==> src/rtl/fsm_defs_pkg.sv <==
// Shared definitions for the start-triggered FSM blocks (counter and pulse measure).
// State encodings and default sizing constants live here so both sides agree.
package fsm_defs_pkg;

    typedef enum logic [1:0] {
        IDLE  = 2'd0,
        COUNT = 2'd1,
        DONE  = 2'd2
    } fsm_state_e;

    localparam int unsigned FSM_CNT_W   = 8;
    localparam int unsigned FSM_TIMEOUT = 200;

endpackage

==> src/rtl/fsm_pulse_measure_rise_detect.sv <==
// Rising-edge detector: registers d every edge and flags d high while its last sample was low.
// The registered copy clears on reset, so a level held high through reset reads as a rise.
module rise_detect (
    input  logic clk,
    input  logic rst,
    input  logic d,
    output logic rise
);

    logic d_q;

    // NOTE: clocked state is written with <= only, so every flop samples pre-edge values.
    always_ff @(posedge clk or posedge rst) begin
        if (rst) begin
            d_q <= 1'b0;
        end else begin
            d_q <= d;
        end
    end

    assign rise = d & ~d_q;

endmodule

==> src/rtl/fsm_pulse_measure.sv <==
// Latency monitor: arms on start, counts edges to the next rising edge of in, strobes valid.
// Optional abandon-after-TIMEOUT behaviour is compiled in with `define MEAS_TIMEOUT_EN.
module fsm_pulse_measure
    import fsm_defs_pkg::*;
#(
    parameter int unsigned CNT_W   = FSM_CNT_W,
    parameter int unsigned TIMEOUT = FSM_TIMEOUT
) (
    input  logic             clk,
    input  logic             rst,
    input  logic             start,
    input  logic             in,
    output logic             busy,
    output logic [CNT_W-1:0] meas,
    output logic             valid,
    output logic             timeout
);

    localparam logic [CNT_W-1:0] TO_LAST = CNT_W'(TIMEOUT - 1);

`ifdef MEAS_TIMEOUT_EN
    localparam bit TIMEOUT_EN = 1'b1;
`else
    localparam bit TIMEOUT_EN = 1'b0;
`endif

    fsm_state_e       state_q, state_d;
    logic [CNT_W-1:0] cnt_q, cnt_d;
    logic [CNT_W-1:0] meas_q, meas_d;
    logic [CNT_W:0]   cnt_inc;
    logic [CNT_W-1:0] cnt_sat;
    logic             rise;
    logic             timeout_hit;

    rise_detect u_rise_detect (
        .clk  (clk),
        .rst  (rst),
        .d    (in),
        .rise (rise)
    );

    // One extra bit catches the carry so the count pins at all-ones instead of wrapping.
    assign cnt_inc = {1'b0, cnt_q} + (CNT_W + 1)'(1);
    assign cnt_sat = cnt_inc[CNT_W] ? {CNT_W{1'b1}} : cnt_inc[CNT_W-1:0];

    // A rise on the limit edge wins, so the limit only fires when no rise is present.
    assign timeout_hit = TIMEOUT_EN && (state_q == COUNT) && (cnt_q == TO_LAST) && !rise;

    // NOTE: defaults first keep every path assigned, so no latches are inferred.
    always_comb begin
        state_d = state_q;
        cnt_d   = cnt_q;
        meas_d  = meas_q;
        unique case (state_q)
            IDLE: begin
                if (start) begin
                    state_d = COUNT;
                    cnt_d   = '0;
                end
            end
            COUNT: begin
                cnt_d = cnt_sat;
                if (rise) begin
                    state_d = DONE;
                    meas_d  = cnt_sat;
                end else if (timeout_hit) begin
                    state_d = IDLE;
                end
            end
            DONE: begin
                state_d = IDLE;
            end
            default: begin
                state_d = IDLE;
            end
        endcase
    end

    always_ff @(posedge clk or posedge rst) begin
        if (rst) begin
            state_q <= IDLE;
            cnt_q   <= '0;
            meas_q  <= '0;
        end else begin
            state_q <= state_d;
            cnt_q   <= cnt_d;
            meas_q  <= meas_d;
        end
    end

`ifdef MEAS_TIMEOUT_EN
    logic timeout_q;

    always_ff @(posedge clk or posedge rst) begin
        if (rst) begin
            timeout_q <= 1'b0;
        end else begin
            timeout_q <= timeout_hit;
        end
    end

    assign timeout = timeout_q;
`else
    assign timeout = 1'b0;
`endif

    assign busy  = (state_q == COUNT);
    assign valid = (state_q == DONE);
    assign meas  = meas_q;

endmodule

==> config.mk <==
export PLATFORM = sky130hd
export DESIGN_NAME = fsm_pulse_measure
export DESIGN_NICKNAME = d
export VERILOG_FILES = /design/src/rtl/fsm_defs_pkg.sv /design/src/rtl/fsm_pulse_measure_rise_detect.sv /design/src/rtl/fsm_pulse_measure.sv
export SDC_FILE = /design/constraint.sdc
export NUM_CORES = 1
export LEC_CHECK = 0
export ABC_AREA = 1
export ABC_CLOCK_PERIOD_IN_PS = 1500
export BUFFER_PORTS_ARGS = -buffer_cell sky130_fd_sc_hd__clkbuf_2
export CAP_MARGIN = 40
export CORE_UTILIZATION = 50
export DETAILED_ROUTE_END_ITERATION = 7
export PLACE_DENSITY = 0.72
export RECOVER_POWER = 25
export SYNTH_ARGS = -nofsm -noshare
export SYNTH_HDL_FRONTEND = slang
export SYNTH_HIERARCHICAL = 1
export SYNTH_SLANG_ARGS = --single-unit
==> constraint.sdc <==
create_clock -name clk -period 1.5 [get_ports clk]
set_input_delay 0.075 -clock clk [delete_from_list [all_inputs] [get_ports clk]]
set_output_delay 0.075 -clock clk [all_outputs]
set_load 0.01 [all_outputs]
==> results of run 1 <==
worst paths after layout:
path                                                to  cells past startpoint
hold reg to reg                    meas[4]$_DFFE_PP0P_                      2
min in group asynchronous  u_rise_detect/d_q$_DFF_PP0_                      3
setup reg to reg                  cnt_q[6]$_DFFE_PP0P_                      5
max in group asynchronous       state_q[0]$_DFFE_PP0P_                      3
setup / recovery                                  busy                      3
hold / removal                  state_q[0]$_DFFE_PP0P_                      3
power groups by stage:
stage          Combinational (mW)  Sequential (mW)  Clock [mW]
6_report                    0.612            0.740       0.260
5_1_grt                     0.696            0.758       0.279
4_1_cts                     0.539            0.739       0.265
3_5_place_dp                0.531            0.746           0
3_3_place_gp                0.521            0.742           0
2_1_floorplan               0.330            0.764           0
layout make-up:
cell class | count | area (sq um) | share of cell area [%]
repair buffers | 20 | 110 | 9.89
flip-flops and latches | 19 | 475 | 42.7
clock buffers | 3 | 22.5 | 2.02
well taps | 25 | 31.3 | 2.81
inverters | 15 | 60.1 | 5.39
multi-input cells | 86 | 409 | 36.7
clock inverters | 1 | 5.00 | 0.449
worst max-delay path: stages, from the launching register on:
cell and delay [ns]:
dfrtp_1 0.41, nand2_1 0.22, clkinvlp_4 0.21, clkbuf_2 0.16
layer usage:
layer | track usage, % | share of wire (%) | up-vias | wire length (um)
met2 | 32.6 | 47 | 13 | 864
li1 | - | - | 415 | -
met5 | 0 | 0 | - | 0
met3 | 2.38 | 2.4 | 4 | 44
met1 | 28.5 | 49 | 387 | 902
met4 | 7.27 | 1.3 | 0 | 23
flip-flops by register name (all words and copies together) (netlist names):
name               flops
cnt_q                  8
meas                   8
state_q                2
u_rise_detect/d_q      1
logic make-up (layout without fill, tap and decap cells):
group | count (synthesis) | count (layout) | share of synthesized area, %
simple gates | 77 | 77 | 36.0
flops | 19 | 19 | 50.1
buf+inv | 16 | 39 | 6.73
compound gates | 5 | 5 | 3.56
xor+xnor | 2 | 2 | 1.85
fa+ha+maj | 1 | 1 | 1.32
other cells | 1 | 1 | 0.395
what timing repair did:
| item | CTS | global route |
|---|---|---|
| endpoints found under the hold margin | 20 | 0 |
| endpoints found under the setup margin | 0 | 1 |
| hold buffers | 2 | 0 |
| gates resized for setup | 0 | 1 |
| setup buffers | 0 | 4 |
layout by cell type, fill, tap and decap left out, drive strengths merged, types with 2 or more instances in the layout:
cell / count
nand2: 58
dfrtp: 19
clkbuf: 16
inv: 14
nand3: 10
nor2: 8
buf: 5
o21ai: 4
xor2: 2
dlygate4sd3: 2
==> run_results.csv, run 1 <==
group,metric,value,unit
timing,finClkSkew,0.00357,ns
drt,first_pass_iters,4,
finish,nets,150,
pwr,p_per_area,1450,nW/um^2
grt,grt_pass1_wl,3020,um
synth,ys.flop_type,"dfrtp_1",
timing,max_freq,726,MHz
clock_tree,cts_buffers,3,
finish,final_area,1110,sq um
finish,nFillCells,160,
timing,period_share,91.8,%
clock_tree,clkTransAtPathRegs,0.10,ns
clock_tree,clk_latency,0.30,ns
placement,dpl-instance-area,1040,sq um
run,cap_viol_max_count,0,
drt,vias_per_cell,4.85,
grt,antenna_found_initial,0,
synth,synthCells,121,
worst_setup_path,ff2ff_setup_slack,0.23,ns
synth,synth_commonest_cells,"nand2_1, dfrtp_1, inv_1",
floorplan,die_area,2070,sq um
timing,rsz0062_at_grt,"false",
pwr,p_switching,0.636,mW
synth,synth_cell_types,20,
clock_tree,cts.root.buffer_cell,"clkbuf_4",
synth,syn_avg_cell_area,7.84,sq um
floorplan,fp.dieW,45.6,um
grt,grt_pass1_vias,704,
pwr,p_leak,0.616,nW
drt,route.detailed.drc,0,
synth,synth_edf_count,0,
pwr,total_power,1.61,mW
finish,finalNonFillerCells,169,
floorplan,fp.coreArea,1750,sq um
clock_tree,cts_tree,"built",
timing,maxSlewViolCount,0,
timing,relSlewSlack,54.8,%
floorplan,rows,15,
placement,dpl_worst_slack,0.242,ns
drt,wl_per_cell,10.9,um
synth,netlist_top_cells_area,"dfrtp_1, nand2_1, inv_1",
pwr,swShare,39.5,%
finish,diodes,0,
synth,async_flop_share,100,%
floorplan,die_h,45.6,um
synth,synth.top_cell.area_share,50.1,%
pwr,seq_power_share,45.9,%
drt,ant_nets,0,
synth,syn_nets,126,
timing,finalSetupViolations,0,
grt,grt_usage,20.4,%
clock_tree,h-tree-depth,1,
min_path,hp-start,"start",
placement,dp_hpwl,1340,um
finish,postLayoutCoreUtil,63.8,%
worst_setup_path,cp.required,1.42,ns
floorplan,io_pins,15,
floorplan,initial_core_util,54.3,%
worst_setup_path,worstSetupStartpoint,"state_q[0]$_DFFE_PP0P_",
grt,grt_max_degree,19,
pwr,internal_power,0.975,mW
grt,grt_overflow,0,
worst_setup_path,path_max_fanout,6,
pwr,pwr-share-comb,38.0,%
synth,synth.cell_area,948,sq um
min_path,hold_class,"in2reg",
timing,hold_slack,0.0364,ns
worst_setup_path,cp-end-kind,"primary output",
placement,place_inst,159,
timing,tightestPinTransition,0.677,ns
worst_setup_path,cp-start-kind,"flip-flop",
clock_tree,clock-sinks,19,
timing,hold_viol,0,
worst_setup_path,path_class,"reg2out",
finish,area_growth,17.4,%
worst_setup_path,r2r-start,"state_q[0]$_DFFE_PP0P_",
drt,vias,819,
pwr,clockPowerShare,16.1,%
timing,setup_ws,0.123,ns
synth,synth_warnings,6,
synth,synth-seq-area-share,50.1,%
worst_setup_path,crit_arrival,1.30,ns
timing,min_period,1.38,ns
drt,drt_iter0_markers,22,
placement,routabilityCongestion,0.857,
pwr,irDropWorstVdd,0.827,mV
placement,portBuffers,13,
synth,yosysMostFrequentCell,"nand2_1",
finish,drive_above_1_share,16.7,%
synth,synth-seq-cells,19,
timing,setup_tns,0,ns
run_status,status,"finished clean",
clock_tree,ctsLongestPathBuffers,2,
synth,yosysTopAreaCell,"dfrtp_1",
drt,routed_wirelength,1830,um
(Power assumes the default switching activity.)
==> run 2: changes to the inputs <==
--- a/config.mk
+++ b/config.mk
@@ -11,9 +11,8 @@
 export CAP_MARGIN = 40
 export CORE_UTILIZATION = 50
 export DETAILED_ROUTE_END_ITERATION = 7
-export PLACE_DENSITY = 0.72
+export PLACE_DENSITY = 0.71
 export RECOVER_POWER = 25
 export SYNTH_ARGS = -nofsm -noshare
 export SYNTH_HDL_FRONTEND = slang
-export SYNTH_HIERARCHICAL = 1
 export SYNTH_SLANG_ARGS = --single-unit
==> run 2 against run 1 <==
Count of clock-buffer cells in the layout is the same. Sequential power shrank 3.2%. Core utilization shrank 0.81 points. First-iteration DRC count shrank 59%. Synthesized cell count grew 2.5%. Final cell count shrank 0.59%. Final area grew 1.9%. Critical path type is now reg2reg. Area after synthesis grew 4.7%. Clock skew is essentially flat. Largest power group unchanged.
==> run_results.csv, run 2 <==
group,metric,value,unit
timing,finClkSkew,0.00328,ns
finish,area_growth,14.2,%
grt,grt_pass1_vias,745,
placement,portBuffers,13,
synth,synth_warnings,0,
drt,route.detailed.drc,0,
clock_tree,ctsHoldBuffers,2,
timing,hold_viol,0,
synth,synth.top_cell.area_share,47.9,%
drt,drt_iter0_markers,9,
clock_tree,cts-resized-gates,0,
worst_setup_path,worstSetupEndpoint,"cnt_q[3]$_DFFE_PP0P_",
min_path,hold_class,"in2reg",
clock_tree,ctsLongestPathBuffers,2,
synth,synth_cell_types,20,
pwr,p_leak,0.681,nW
worst_setup_path,regToRegEndpoint,"cnt_q[3]$_DFFE_PP0P_",
grt,grt_pass1_wl,3140,um
drt,first_pass_iters,4,
worst_setup_path,r2r-start,"cnt_q[0]$_DFFE_PP0P_",
synth,ys.flop_type,"dfrtp_1",
pwr,irDropWorstVdd,0.870,mV
clock_tree,cts_buffers,3,
floorplan,initial_core_util,55.1,%
run,cap_viol_max_count,0,
grt,antenna_found_initial,0,
synth,synth-seq-cells,19,
drt,wl_per_cell,11.8,um
clock_tree,cts.root.buffer_cell,"clkbuf_4",
clock_tree,clk_latency,0.30,ns
worst_setup_path,cp.required,1.69,ns
clock_tree,clock-sinks,19,
worst_setup_path,ff2ff_setup_slack,0.22,ns
worst_setup_path,cp-start-kind,"flip-flop",
finish,diodes,0,
grt,met2_usage,37.2,%
pwr,p_per_area,1350,nW/um^2
synth,synth-seq-area-share,47.9,%
floorplan,rows,15,
placement,dp_hpwl,1460,um
finish,nets,149,
timing,finalSetupViolations,0,
worst_setup_path,cp-end-kind,"flip-flop",
clock_tree,cts_setup_buffers,0,
timing,setup_ws,0.217,ns
timing,period_share,85.5,%
synth,synth.cell_area,993,sq um
grt,met1_usage,25.4,%
finish,drive_above_1_share,24.5,%
grt,grt_overflow,0,
placement,routabilityCongestion,0.858,
drt,ant_nets,0,
synth,synthCells,124,
run_status,status,"finished clean",
grt,met3_usage,3.53,%
synth,synth_commonest_cells,"nand2_1, dfrtp_1, inv_1",
clock_tree,clkTransAtPathRegs,0.11,ns
synth,yosysMostFrequentCell,"nand2_1",
synth,async_flop_share,100,%
floorplan,fp.dieW,46.6,um
timing,max_freq,779,MHz
synth,netlist_top_cells_area,"dfrtp_1, nand2_1, inv_1",
placement,dpl_worst_slack,0.237,ns
floorplan,die_h,46.6,um
timing,maxSlewViolCount,0,
drt,vias,787,
timing,setup_tns,0,ns
worst_setup_path,path_max_fanout,6,
timing,rsz0062_at_grt,"false",
worst_setup_path,crit_arrival,1.47,ns
min_path,hold_depth,3,
worst_setup_path,r2r_cells,7,
grt,grt_max_degree,20,
floorplan,fp.coreArea,1800,sq um
synth,syn_nets,129,
floorplan,die_area,2170,sq um
grt,grt_usage,21.1,%
timing,min_period,1.28,ns
finish,final_common_cell,"nand2_1",
synth,syn_avg_cell_area,8.01,sq um
synth,yosysTopAreaCell,"dfrtp_1",
finish,nFillCells,171,
finish,most-common-layout-cells,"nand2_1, dfrtp_1, clkbuf_2",
clock_tree,h-tree-depth,1,
clock_tree,cts_tree,"built",
worst_setup_path,worstSetupStartpoint,"cnt_q[0]$_DFFE_PP0P_",
grt,grt-busiest-layer,"met2",
synth,synth_edf_count,0,
drt,vias_per_cell,4.68,
floorplan,io_pins,15,
drt,routed_wirelength,1990,um
worst_setup_path,path_class,"reg2reg",
==> run 2: changes by cell type after synthesis, moves of 2 or more <==
cell     previous run  this run
nand2_1            57        53
nand2_4             0         4
o21ai_1             0         4
nor2_4              1         3
o21ai_0             2         0
xor2_1              2         0
==> run 2: power by group <==
| part | switching [mW] | internal, mW | leakage (nW) |
|---|---|---|---|
| registers | 0.0973 | 0.619 | 0.253 |
| clock network | 0.165 | 0.0993 | 0.0177 |
| logic | 0.356 | 0.194 | 0.410 |
| total | 0.619 | 0.912 | 0.681 |
==> run 2: worst min path at each step <==
stage               slack [ns]   from                      to
floorplan                 0.03    rst    cnt_q[0]$_DFFE_PP0P_
global placement          0.09    rst     meas[6]$_DFFE_PP0P_
detailed placement        0.09    rst     meas[6]$_DFFE_PP0P_
CTS                       0.04  start  state_q[0]$_DFFE_PP0P_
global route              0.06  start  state_q[0]$_DFFE_PP0P_
finish                    0.04  start  state_q[0]$_DFFE_PP0P_
==> run 2: metal layers <==
metal	part of all wire, %	wire length [um]
met1	46	912
met2	51	1010
met3	2.4	48
met4	0.70	14
met5	0	0
==> run 2: metrics by stage <==
step	util (%)	power, mW	instances	hold WS, ns	area [sq um]
2_1_floorplan	-	1.11	124	0.0261	993
3_3_place_gp	60.5	1.26	162	0.0852	1090
3_5_place_dp	60.5	1.28	162	0.0938	1090
4_1_cts	63.1	1.54	168	0.0411	1140
5_1_grt	63.0	1.64	168	0.0560	1130
6_report	63.0	1.53	168	0.0358	1130
==> run 2: worst max-delay path, stage by stage (launching register included) <==
cell	delay [ns]
dfrtp_1	0.43
ha_1	0.25
nand2_4	0.12
nor2_4	0.05
nand2_4	0.11
nand3_2	0.09
nand2_1	0.07
o21ai_1	0.05
==> run 2: kinds of logic (layout without fill, tap and decap cells) <==
logic type,count (synthesis),count (layout),synth area share [%]
and+or+nand+nor,78,78,38.3
DFF,19,19,47.9
buffers and inverters,18,37,7.93
AOI/OAI and AO/OA,7,7,4.28
adders and majority gates,1,1,1.26
other,1,1,0.377
==> run 2: cell type report <==
type	instances	area, sq um	share of cell area [%]
inverter	17	71.3	6.28
timing repair buffer	16	90.1	7.94
multi-input combinational	87	439	38.7
tap	25	31.3	2.76
sequential	19	475	41.9
clock buffer	3	22.5	1.98
clock inverter	1	5.00	0.441
==> run 3: changes to the inputs <==
--- a/config.mk
+++ b/config.mk
@@ -6,13 +6,17 @@
 export NUM_CORES = 1
 export LEC_CHECK = 0
 export ABC_AREA = 1
-export ABC_CLOCK_PERIOD_IN_PS = 1500
+export ABC_CLOCK_PERIOD_IN_PS = 1300
 export BUFFER_PORTS_ARGS = -buffer_cell sky130_fd_sc_hd__clkbuf_2
 export CAP_MARGIN = 40
-export CORE_UTILIZATION = 50
+export CELL_PAD_IN_SITES_DETAIL_PLACEMENT = 1
+export CELL_PAD_IN_SITES_GLOBAL_PLACEMENT = 1
+export CORE_ASPECT_RATIO = 0.6
+export CORE_UTILIZATION = 40
 export DETAILED_ROUTE_END_ITERATION = 7
-export PLACE_DENSITY = 0.71
+export PLACE_DENSITY_LB_ADDON = 0.1
 export RECOVER_POWER = 25
+export REMOVE_ABC_BUFFERS = 1
 export SYNTH_ARGS = -nofsm -noshare
 export SYNTH_HDL_FRONTEND = slang
 export SYNTH_SLANG_ARGS = --single-unit
==> constraint.sdc (replaced) <==
create_clock -name clk -period 1.3 [get_ports clk]
set_input_delay 0.065 -clock clk [delete_from_list [all_inputs] [get_ports clk]]
set_output_delay 0.065 -clock clk [all_outputs]
set_load 0.01 [all_outputs]
==> run 3 against run 2 <==
Maximum frequency grew 5.0%. Total power up 30%. First-iteration DRC count increased by 89%. Routed wire length is 31% higher. Highest routed layer unchanged.
==> run_results.csv, run 3 (synthesis gave the netlist of run 2 again) <==
group,metric,value,unit
run_status,status,"finished clean",
clock_tree,cts_buffers,3,
placement,dpl_worst_slack,0.0381,ns
drt,routed_wirelength,2600,um
finish,postLayoutCoreUtil,52.5,%
worst_setup_path,cp.required,1.45,ns
clock_tree,clk_latency,0.26,ns
drt,drt_iter0_markers,17,
pwr,p_leak,0.696,nW
drt,vias,863,
grt,grt_usage,22.2,%
placement,portBuffers,13,
worst_setup_path,crit_path_top_delay_cell,"dfrtp_1",
floorplan,die_h,40.6,um
timing,setup_tns,0,ns
worst_setup_path,r2r_cells,7,
timing,tightestPinTransition,0.501,ns
finish,nets,152,
pwr,seq_power_share,41.4,%
timing,finClkSkew,0.00363,ns
timing,finalSetupViolations,0,
drt,vias_per_cell,4.90,
pwr,irDropWorstVdd,0.717,mV
worst_setup_path,path_class,"reg2reg",
clock_tree,cts.root.buffer_cell,"clkbuf_8",
pwr,clockPowerShare,21.5,%
drt,ant_nets,0,
placement,dpl-instance-area,1110,sq um
grt,antenna_found_initial,0,
clock_tree,ctsLongestPathBuffers,2,
floorplan,fp.dieW,66.3,um
pwr,internal_power,1.20,mW
clock_tree,clock-sinks,19,
min_path,hold_class,"in2reg",
timing,setup_ws,0.0776,ns
finish,final_common_cell,"nand2_1",
pwr,pwr-share-comb,37.1,%
timing,hold_viol,0,
worst_setup_path,cp_slowest_stage_delay,0.40,ns
worst_setup_path,cp.depth,7,
worst_setup_path,crit_arrival,1.37,ns
floorplan,rows,13,
pwr,p_per_area,1670,nW/um^2
worst_setup_path,cp-end-kind,"flip-flop",
pwr,swShare,39.4,%
placement,place_inst,169,
clock_tree,h-tree-depth,1,
worst_setup_path,path_max_fanout,6,
grt,grt_overflow,0,
grt,grt_pass1_wl,3920,um
clock_tree,clkTransAtPathRegs,0.07,ns
min_path,hold_depth,3,
worst_setup_path,path_cells,"ha_2, nand2_4, nor2_4, nand2_4, nand3_2, nand2_1, o21ai_1",
grt,grt_pass1_vias,771,
finish,most-common-layout-cells,"nand2_1, dfrtp_1, inv_1, clkbuf_2, nand3_1",
timing,hold_slack,0.0962,ns
floorplan,io_pins,15,
timing,maxSlewViolCount,0,
timing,relSlewSlack,66.6,%
drt,route.detailed.drc,0,
timing,min_period,1.22,ns
worst_setup_path,crit_family,"simple AND/OR/NAND/NOR gates",
worst_setup_path,cp-start-kind,"flip-flop",
finish,diodes,0,
run,cap_viol_max_count,0,
floorplan,fp.coreArea,2260,sq um
finish,finalNonFillerCells,176,
timing,max_freq,818,MHz
floorplan,initial_core_util,43.9,%
finish,final_area,1190,sq um
worst_setup_path,worst-path-buf-inv,0,
timing,period_share,94.0,%
clock_tree,cts_tree,"built",
drt,wl_per_cell,14.8,um
pwr,total_power,1.99,mW
pwr,p_switching,0.783,mW
finish,area_growth,19.5,%
grt,grt_max_degree,20,
floorplan,die_area,2690,sq um
placement,dp_hpwl,1900,um
finish,drive_above_1_share,26.0,%
placement,routabilityCongestion,0.786,
finish,nFillCells,278,
drt,first_pass_iters,4,
worst_setup_path,crit_path_frequent_cell,"nand2_4",
run 3: changes by cell type in the layout (fill, tap and decap cells not counted), moves of 2 or more:
cell,previous run,this run
clkbuf_1,0,2
clkbuf_8,0,3
clkbuf_4,3,0
buf_4,0,3
run 3: power groups by stage:
stage | Combinational (mW) | Sequential, mW | Clock [mW]
3_3_place_gp | 0.691 | 0.823 | 0
5_1_grt | 0.823 | 0.840 | 0.452
4_1_cts | 0.716 | 0.824 | 0.445
6_report | 0.737 | 0.822 | 0.428
2_1_floorplan | 0.429 | 0.846 | 0
3_5_place_dp | 0.708 | 0.834 | 0
run 3: path summary, 6_finish.rpt:
kind / endpoint / slack [ns] / start
max in group asynchronous: meas[3]$_DFFE_PP0P_ / 0.52 / rst
min in group asynchronous: state_q[0]$_DFFE_PP0P_ / 0.43 / rst
worst min-delay path: state_q[0]$_DFFE_PP0P_ / 0.1 / start
worst max-delay path: cnt_q[3]$_DFFE_PP0P_ / 0.08 / cnt_q[1]$_DFFE_PP0P_
worst max register to register: cnt_q[3]$_DFFE_PP0P_ / 0.08 / cnt_q[1]$_DFFE_PP0P_
worst min register to register: meas[6]$_DFFE_PP0P_ / 0.49 / meas[6]$_DFFE_PP0P_
run 3: tightest hold or removal path: stages:
cell and delay (ns):
clkbuf_2 0.08, nand2_1 0.08, o22ai_1 0.09
run 3: final cells by class:
class / instances / area, sq um / area share, %
Inverter: 17 / 73.8 / 6.22
Clock buffer: 4 / 45.0 / 3.79
Sequential cell: 19 / 475 / 40.0
Tap cell: 30 / 37.5 / 3.16
Timing Repair Buffer: 19 / 111 / 9.38
Multi-Input combinational cell: 87 / 444 / 37.4
run 3: what timing repair did:
item | 4_1_cts | 5_1_grt
buffers inserted | 0 | 1
endpoints found under the hold margin | 20 | 0
endpoints found under the setup margin | 0 | 16
resized for setup | 0 | 3
hold buffers | 2 | 0
run 3: metal layers:
| metal | part of all wire (%) | track usage [%] |
|---|---|---|
| met1 | 48 | 27.7 |
| met5 | 0 | 0 |
| met3 | 3.8 | 7.67 |
| met2 | 47 | 36.0 |
| met4 | 1.5 | 9.57 |
